File: src/rtl/truth_table_sweep.sv
// Exhaustive sweep of a 4-input combinational block: drives all 16 patterns on
// A..D in ascending order, holds each for HOLD cycles, and captures f into tt.
module truth_table_sweep #(
    parameter int unsigned HOLD = 20
) (
    input  logic        clk,
    input  logic        rst_n,
    input  logic        start,
    input  logic        f,
    output logic        A,
    output logic        B,
    output logic        C,
    output logic        D,
    output logic [15:0] tt,
    output logic        busy,
    output logic        done
);

    typedef enum logic [1:0] {
        S_IDLE,
        S_DRIVE,
        S_DONE
    } state_t;

    localparam logic [7:0] HOLD_LAST = 8'(HOLD - 1);

    state_t      state_q, state_d;
    logic [3:0]  idx_q,   idx_d;
    logic [7:0]  hcnt_q,  hcnt_d;
    logic [3:0]  pat_q,   pat_d;
    logic [15:0] tt_q,    tt_d;
    logic        busy_q,  busy_d;
    logic        done_q,  done_d;

    // NOTE: every output of this block is assigned a default first, so no path
    // through the case leaves a signal unassigned and no latch is inferred.
    always_comb begin
        state_d = state_q;
        idx_d   = idx_q;
        hcnt_d  = hcnt_q;
        pat_d   = pat_q;
        tt_d    = tt_q;
        busy_d  = busy_q;
        done_d  = done_q;

        case (state_q)
            S_IDLE: begin
                if (start) begin
                    tt_d    = 16'h0000;
                    idx_d   = 4'd0;
                    hcnt_d  = 8'd0;
                    pat_d   = 4'd0;
                    busy_d  = 1'b1;
                    state_d = S_DRIVE;
                end
            end

            S_DRIVE: begin
                if (hcnt_q == HOLD_LAST) begin
                    // End of hold window: f has settled for the pattern on A..D.
                    tt_d[idx_q] = f;
                    hcnt_d      = 8'd0;
                    if (idx_q != 4'hF) begin
                        idx_d = idx_q + 4'd1;
                        pat_d = idx_q + 4'd1;
                    end else begin
                        pat_d   = 4'd0;
                        busy_d  = 1'b0;
                        done_d  = 1'b1;
                        state_d = S_DONE;
                    end
                end else begin
                    hcnt_d = hcnt_q + 8'd1;
                end
            end

            S_DONE: begin
                done_d  = 1'b0;
                state_d = S_IDLE;
            end

            default: begin
                state_d = S_IDLE;
            end
        endcase
    end

    // NOTE: state registers use non-blocking assignments so every flop samples
    // the pre-edge value of its peers regardless of statement order.
    always_ff @(posedge clk or negedge rst_n) begin
        if (!rst_n) begin
            state_q <= S_IDLE;
            idx_q   <= 4'd0;
            hcnt_q  <= 8'd0;
            pat_q   <= 4'd0;
            tt_q    <= 16'h0000;
            busy_q  <= 1'b0;
            done_q  <= 1'b0;
        end else begin
            state_q <= state_d;
            idx_q   <= idx_d;
            hcnt_q  <= hcnt_d;
            pat_q   <= pat_d;
            tt_q    <= tt_d;
            busy_q  <= busy_d;
            done_q  <= done_d;
        end
    end

    assign {A, B, C, D} = pat_q;
    assign tt           = tt_q;
    assign busy         = busy_q;
    assign done         = done_q;

endmodule

File: config.mk
export PLATFORM = sky130hd
export DESIGN_NAME = truth_table_sweep
export DESIGN_NICKNAME = d
export VERILOG_FILES = /design/src/rtl/truth_table_sweep.sv
export SDC_FILE = /design/constraint.sdc
export NUM_CORES = 1
export LEC_CHECK = 0
export ABC_AREA = 1
export BUFFER_PORTS_ARGS = -buffer_cell sky130_fd_sc_hd__buf_2
export CAP_MARGIN = 20
export CORE_UTILIZATION = 61
export DETAILED_ROUTE_END_ITERATION = 16
export PLACE_DENSITY_LB_ADDON = 0.25
export SLEW_MARGIN = 10
export SYNTH_ARGS = -nofsm -noshare
export SYNTH_HDL_FRONTEND = slang
export SYNTH_SLANG_ARGS = --single-unit
File: constraint.sdc
create_clock -name clk -period 2.2 [get_ports clk]
set_input_delay 0.22 -clock clk [delete_from_list [all_inputs] [get_ports clk]]
set_output_delay 0.22 -clock clk [all_outputs]
set_load 0.03 [all_outputs]
=== Yosys cells after proc, flatten, opt, wreduce, memory -nomap -nowiden ===
Cells that the tools add are included.

* Output and inout bits: 22
* Memories: 0
* Input bits: 4
* Latch bits: 0
* Logic and storage cells: 56
* Bits in writable memories: 0
* Register bits after elaboration: 36
* Bits in read-only memories: 0

* Reductions and logical operators: 10
* Muxes and demuxes: 27
* Divide/modulo/power cells: 0
* $add $sub $neg: 2
* Bitwise gates (word level): 0
* Multiply operators: 0
* Shift operators: 0
* Magnitude comparators: 2
* Equal/unequal tests: 8

{| class="wikitable"
|+ Operators by type and width
! cell !! count
|-
| 16-bit two-way mux || 2
|-
| 16-bit one-hot mux with 2 select lines || 1
|-
| 4-bit two-way mux || 5
|-
| 16-bit bitwise mux || 1
|-
| 8-bit two-way mux || 2
|-
| 4-bit one-hot mux with 2 select lines || 2
|-
| 8-bit one-hot mux with 2 select lines || 1
|-
| 3-bit AND reduction || 3
|-
| 8-bit by 1-bit adder with 8-bit output, second input constant || 1
|-
| 8-bit by 5-bit == test with 1-bit output, second input constant || 1
|-
| 2-bit != test, second input constant || 4
|-
| 4-bit AND reduction || 2
|-
| 1-bit two-way mux || 6
|-
| 2-bit two-way mux || 3
|-
| 4-bit by 5-bit less-than comparator with 1-bit output, second input constant || 1
|-
| 4-bit by 1-bit adder with 4-bit output, second input constant || 1
|-
| 1-bit demux with 4-bit select || 1
|-
| 4-bit by 1-bit >= comparator with 1-bit output, second input constant || 1
|-
| 4-bit != test, second input constant || 1
|-
| 1-bit one-hot mux with 2 select lines || 2
|-
| 2-bit one-hot mux with 2 select lines || 1
|-
| 2-bit nonzero test || 2
|-
| 2-bit by 1-bit == test with 1-bit output, second input constant || 1
|-
| 2-bit == test, second input constant || 1
|-
| 3 further kinds || 3
|}

=== Longest topological paths before layout ===
Gate-level depths: netlist of run 1.

* Word-level depth: 7
* Gate-level depth with buffers: 9
* Gate-level depth less buffers: 9

=== Worst setup path before layout of run 1 ===
OpenSTA, ideal clock, no wires.

* Path kind: reg2reg
* From: reg hcnt_q[0]
* To: reg tt_q[12] (netlist: tt[12])
* Library setup time: 0.065 ns
* Arrival time: 1.308 ns
* Clock period less this slack: 1.373 ns
* Path slack: 0.827 ns
* Required time: 2.135 ns
* Stages on the path, launching flop included: 10
* Buffers on the path: 1
* Cells stage by stage: dfrtp_1 > ha_1 > nand2_1 > clkinv_1 > nand2_2 > nor2_4 > nand3_4 > buf_6 > or2_0 > nand2_1

* Cells in the longest elaborated chain, start to end: 3

{| class="wikitable"
|+ Ends and longest elaborated chain
! element !! line !! text
|-
| from (decl) || 29 || <nowiki>logic [7:0] hcnt_q, hcnt_d;</nowiki>
|-
| from (signal assigned) || 102 || <nowiki>hcnt_q <= hcnt_d;</nowiki>
|-
| 8-bit by 5-bit == test with 1-bit output || 59 || <nowiki>if (hcnt_q == HOLD_LAST) begin</nowiki>
|-
| 2-bit != test (no line) || n/a ||
|-
| 3-bit AND reduction (no line) || n/a ||
|-
| to (signal assigned) || 104 || <nowiki>tt_q <= tt_d;</nowiki>
|-
| to (decl) || 31 || <nowiki>logic [15:0] tt_q, tt_d;</nowiki>
|}

No other way between the ends.
A chain may end at the register's enable or synchronous reset.

=== Worst setup path after layout of run 1 ===
* From: reg hcnt_q[0]
* To: reg idx_q[2]

* Cells in the longest elaborated chain, start to end: 3

{| class="wikitable"
|+ Ends and longest elaborated chain
! element !! line !! text
|-
| 8-bit by 5-bit == test with 1-bit output || 59 ||
|-
| 2-bit != test (no line) || n/a ||
|-
| 4-bit AND reduction (no line) || n/a ||
|-
| to (signal assigned) || 101 || <nowiki>idx_q <= idx_d;</nowiki>
|-
| to (decl) || 28 || <nowiki>logic [3:0] idx_q, idx_d;</nowiki>
|}

No other way between the ends.

==> reports/results.ini, run 1 <==
[status]
status = finished, final reports clean

[placed_design]
hpwl_mm = 2.88
io_buffers = 25
dpl_cell_area_um2 = 2100
routabilityCongestion = 0.875

[worst_setup_path]
critical_path_class = reg -> reg
cp.required_ps = 2440
critPathCaptureType = flop
regToRegStartpoint = hcnt_q[0]
critical_path_arrival_ps = 2030
r2r_slack_ps = 410
setup.worst_path.start_class = flop
crit_fanout = 11
r2r_end = idx_q[2]
startpoint = hcnt_q[0]
reg2reg_depth = 9

[power_and_ir_drop]
power.leakage_uw = 0.00126
sw_frac_of_total = 0.219
switchingPower_uw = 232
fin_total_pwr_uw = 1060
p_seq_frac = 0.628
pwr-share-comb = 0.019
power_density_nw_per_um2 = 487
peakVddDrop_v = 0.000389
p_int_uw = 824
p_clk_frac = 0.353

[synthesis]
ys_warn_count = 0
synth_top_area_frac = 0.462
synthCells = 256
synth_area_um2 = 1950
synth_top_cell_by_area = dfrtp_1
ys_seq_area_frac = 0.462
synth.distinct_cells = 25
ys_seq_elements = 36
postSynthAreaPerCell_um2 = 7.62
synth_area_leaders = dfrtp_1 (46%), nand2_1 (19%), nand3_1 (8.5%)
synthesis.nets = 265

[routing]
drt-wirelength-per-cell_um = 12.4
vias_per_cell = 5.37
drc = 0
vias = 1760
ant_nets = 0
wl_mm = 4.07
dr.pass1.iters = 4
drtIter0Drc = 97

[cells_and_area]
fin_nets = 292
syn_to_final_growth_pct = 11.0
n_antenna_cell = 0
layout_common_cells = nand2_1 (100), dfrtp_1 (36), nand3_1 (33)
drive_above_1_share = 0.173
layout_commonest_cell = nand2_1
design_area_um2 = 2170

[timing]
fmax_ghz = 0.559
layout_worst_path_cycle_share = 0.813
period_minus_slack_ps = 1790
tightest_slew_ps = 799
final-setup-viol-count = 0
relSlewSlack = 0.468
hold_viol = 0
rsz0062_at_grt = no
setup_tns_ps = 0
drv_slew = 0
finClkSkew_ps = 10.5

[floorplanning]
std_cell_rows = 20
io-pin-count = 26
die-width_um = 58.6
dieHeight_um = 58.6
initial_core_util = 0.639
core_um2 = 3050
dieArea_um2 = 3430

[global_routing]
grt_max_degree = 37
antenna_found_initial = 0
grt_use_total = 0.270
grt_pass1_vias = 1537
grt_pass1_wl_mm = 6.91
overflow = 0

[clock_network]
cts_sinks = 36
post_cts_buffers = 0
cts_hold_buf = 1
clock_latency_ps = 340
cts_resized = 0
root_buffer = clkbuf_4
htree_levels = 2
cts_max_path_buffers = 2
clkSlewWorstSetupHoldPaths_ps = 100
cts_made_buffers = 5
cts_tree = done

[worst_hold_path]
hp-class = in -> reg
whs_path_depth = 3
holdCritStartpoint = start
holdPathEnd = busy

[job]
drv_cap = 0

[routing by layer]
layer / vias up / routed length [µm] / GRT usage
li1: 862 / - / -
met1: 806 / 1840 / 0.384
met2: 80 / 1850 / 0.386
met3: 12 / 290 / 0.0615
met4: 0 / 97 / 0.146
met5: - / 0 / 0
[critical path, cell delays in order (launching register included)]
cell     delay, ps
dfrtp_1        400
ha_1           200
nand2_1        110
nor2_1         120
nand2_1         90
nand2_1        280
buf_4          250
nand3_2        110
nand2_1         90
nand2_1         50
[layout make-up]
class / instances / area (µm²)
multi-input cells: 192 / 922
flip-flops and latches: 36 / 901
fillers: 270 / 887
repair buffers: 29 / 158
inverters: 19 / 71.3
clock buffers: 8 / 58.8
well taps: 44 / 55.1
[synth_stat cells (all sizes together)]
cell type	number
ha	5
nand4	6
buf	9
inv	18
o21ai	3
a21oi	1
a31oi	1
dfrtp	36
xor2	2
clkinv	1
nand2	101
nand3	36
nor2	18
o22ai	2
or2	15
nor3	2
[per-stage QoR]
stage / setup WS (ps) / hold WS, ps / util / std cells
6_report: 412 / 153 / 0.709 / 328
5_1_grt: 242 / 153 / 0.709 / 328
4_1_cts: 435 / 147 / 0.709 / 328
3_5_place_dp: 452 / 343 / 0.687 / 319
3_3_place_gp: 524 / 335 / 0.687 / 319
2_1_floorplan: 827 / -75.6 / - / 256
[worst max-delay path by stage]
stage / slack, ps / end
2_1_floorplan: 830 / tt[12]
3_3_place_gp: 520 / idx_q[3]
3_5_place_dp: 450 / idx_q[3]
4_1_cts: 440 / idx_q[3]
5_1_grt: 240 / idx_q[0]
6_report: 410 / idx_q[2]
[registers in the layout, summed over array words and instances, names as in the netlist]
signal / cells
busy: 1
tt: 16
done: 1
state_q: 2
idx_q: 4
hcnt_q: 8
pat_q: 4
[kinds of logic (layout without fill, tap and decap cells)]
group           count (synthesis)  after routing  synth area share
buf+inv                        28             56            0.0654
xor+xnor                        2              2           0.00898
compound gates                  7              7            0.0199
simple gates                  178            178             0.412
flops                          36             36             0.462
fa+ha+maj                       5              5            0.0321
[power by group through the flow]
stage	Combinational [µW]	Clock (µW)	Sequential (µW)
after floorplan	0.758	0	678
after global placement	19.6	0	676
after detailed placement	20.0	0	676
after CTS	21.2	375	663
after global routing	24.3	398	663
final	20.6	372	663
Note: power is estimated with default switching activity, not from simulation.
==> run 2, diff against run 1 <==
--- a/config.mk
+++ b/config.mk
@@ -8,7 +8,7 @@
 export ABC_AREA = 1
 export BUFFER_PORTS_ARGS = -buffer_cell sky130_fd_sc_hd__buf_2
 export CAP_MARGIN = 20
-export CORE_UTILIZATION = 61
+export CORE_UTILIZATION = 51
 export DETAILED_ROUTE_END_ITERATION = 16
 export PLACE_DENSITY_LB_ADDON = 0.25
 export SLEW_MARGIN = 10
==> constraint.sdc (replaced) <==
create_clock -name clk -period 1.51 [get_ports clk]
set_input_delay 0.151 -clock clk [delete_from_list [all_inputs] [get_ports clk]]
set_output_delay 0.151 -clock clk [all_outputs]
set_load 0.03 [all_outputs]
==> reports/results.ini, run 2 (synthesized netlist as in run 1, its figures left out) <==
[floorplanning]
core_um2 = 3660  ; +20%
initial_core_util = 0.533  ; -0.106
dieHeight_um = 63.8  ; +9.0%
dieArea_um2 = 4080  ; +19%
die-width_um = 63.8  ; +9.0%
std_cell_rows = 22  ; +10%
io-pin-count = 26  ; unchanged

[cells_and_area]
layout_commonest_cell = nand2_1
largest_reg_flops = 16  ; unchanged
drive_above_1_share = 0.267  ; +0.0948
final_cells = 351  ; +7.0%
multi_input_area_um2 = 965  ; +4.6%
layout_common_cells = nand2_1 (96), dfrtp_1 (33), nand3_1 (32)
syn_to_final_growth_pct = 25.0
num-fill-cells = 307  ; +14%
n_antenna_cell = 0  ; unchanged
fin_nets = 312  ; +6.8%
register_area_um2 = 905  ; +0.42%

[placed_design]
io_buffers = 25  ; unchanged
dp.cells = 333  ; +4.4%
hpwl_mm = 2.96  ; +3.0%
routabilityCongestion = 0.856  ; -2.1%
post-place-ws_ps = 26.2  ; -426 ps

[clock_network]
cts_made_buffers = 5  ; unchanged
cts_tree = done
clkSlewWorstSetupHoldPaths_ps = 70  ; -30 ps
root_buffer = clkbuf_8
htree_levels = 2  ; unchanged
cts_sinks = 36  ; unchanged
cts_max_path_buffers = 2  ; unchanged
clock_latency_ps = 290  ; -50 ps

[worst_setup_path]
crit_fanout = 8  ; -3
critPathCaptureType = flop
setup.worst_path.start_class = flop
critical_path_arrival_ps = 1760  ; -270 ps
critical_path_class = reg -> reg
cp.required_ps = 1740  ; -700 ps

[global_routing]
grt_util_met2 = 0.382  ; -0.00423
grt_use_total = 0.229  ; -0.0415
grt_util_met3 = 0.0554  ; -0.00618
grtUsageMet1 = 0.293  ; -0.0913
grt_pass1_wl_mm = 7.23  ; +4.6%
grt_pass1_vias = 1644  ; +7.0%
grt_busiest_layer = met2
grt_max_degree = 27  ; -27%
overflow = 0  ; unchanged
antenna_found_initial = 0  ; unchanged

[routing]
drtIter0Drc = 111  ; +14%
dr.pass1.iters = 4  ; unchanged
vias = 1817  ; +3.2%
vias_per_cell = 5.18  ; -3.5%
ant_nets = 0  ; unchanged
wl_mm = 4.61  ; +13%
drt-wirelength-per-cell_um = 13.1  ; +6.0%
drc = 0  ; unchanged

[power_and_ir_drop]
p_int_uw = 1380  ; +68%
switchingPower_uw = 364  ; +57%
p_clk_frac = 0.425  ; +0.072
fin_total_pwr_uw = 1750  ; +65%
power_density_nw_per_um2 = 717  ; +47%
pwr-share-comb = 0.022  ; +0.003
p_seq_frac = 0.553  ; -0.075
peakVddDrop_v = 0.000500  ; +28%
sw_frac_of_total = 0.208  ; -0.0110
power.leakage_uw = 0.00140  ; +10%

[timing]
period_minus_slack_ps = 1520  ; -266 ps
setup_slack_ps = -13.0  ; -424 ps
tightest_slew_ps = 429  ; -369 ps
relSlewSlack = 0.714  ; +0.246
hold_viol = 0  ; unchanged
drv_slew = 0  ; unchanged
rsz0062_at_grt = yes
layout_worst_path_cycle_share = 1.01  ; +0.196
finClkSkew_ps = 3.52  ; -6.99 ps
fmax_ghz = 0.657  ; +17%
final-setup-viol-count = 3  ; +3

[worst_hold_path]
hp-class = in -> reg

[status]
status = finished with violations
violations = setup timing

[job]
drv_cap = 0  ; unchanged

run 2: cell types whose count changed in the layout (fill, tap and decap cells not counted), sizes merged:
cell	previous run	this run
buf	28	47
clkbuf	8	7
nand3	36	37
run 2: through the flow:
stage               utilization  TNS [ps]  area (µm²)  hold WS [ps]
CTS                       0.632         0        2310           123
finish                    0.666     -33.3        2440           118
global route              0.666      -894        2440           154
floorplan                     -         0        1950          -145
global placement          0.602         0        2200           111
detailed placement        0.602         0        2200           112
run 2: path summary, 6_finish.rpt:
kind | start | to | slack (ps) | cells past startpoint
worst max register to register | hcnt_q[0] | tt[3] | -10 | 8
max in group asynchronous | rst_n | idx_q[1] | 720 | 3
worst max-delay path | hcnt_q[0] | tt[3] | -10 | 8
worst min-delay path | start | busy | 120 | 3
min in group asynchronous | rst_n | tt[3] | 330 | 2
worst min register to register | tt[10] | tt[10] | 480 | 2
run 2: per-layer routing:
layer  share of wire  vias up  wire length (µm)
met5               0        -                 0
met4          0.0098        0                45
met3           0.043        6               198
met2            0.48       40              2220
met1            0.47      866              2150
li1                -      905                 -
run 2: repair_timing:
item	CTS	global route
hold buffers	1	0
endpoints found under the setup margin	2	28
cloned	0	2
setup buffers	0	8
endpoints found under the hold margin	17	0
pin swaps	0	6
gates resized for setup	1	18
run 2: final cells by class:
class | count | share of cell area
inverters | 19 | 0.0303
flip-flops and latches | 36 | 0.371
multi-input cells | 193 | 0.396
well taps | 48 | 0.0246
repair buffers | 48 | 0.139
clock buffers | 7 | 0.0395
run 2: power groups by stage:
| stage | Clock [µW] | Sequential [µW] | Combinational [µW] |
|---|---|---|---|
| after floorplan | 0 | 987 | 1.10 |
| after global placement | 0 | 984 | 36.1 |
| after detailed placement | 0 | 984 | 36.3 |
| after CTS | 749 | 966 | 38.2 |
| after global routing | 794 | 965 | 43.6 |
| final | 743 | 966 | 38.0 |
run 2: worst max-delay path, cell delays in order (launching register included):
cell	delay, ps
dfrtp_1	360
ha_2	200
nand2_2	80
clkinv_1	60
nand2_2	50
nor2_4	210
nand3_4	150
or2_2	300
nand2_1	60
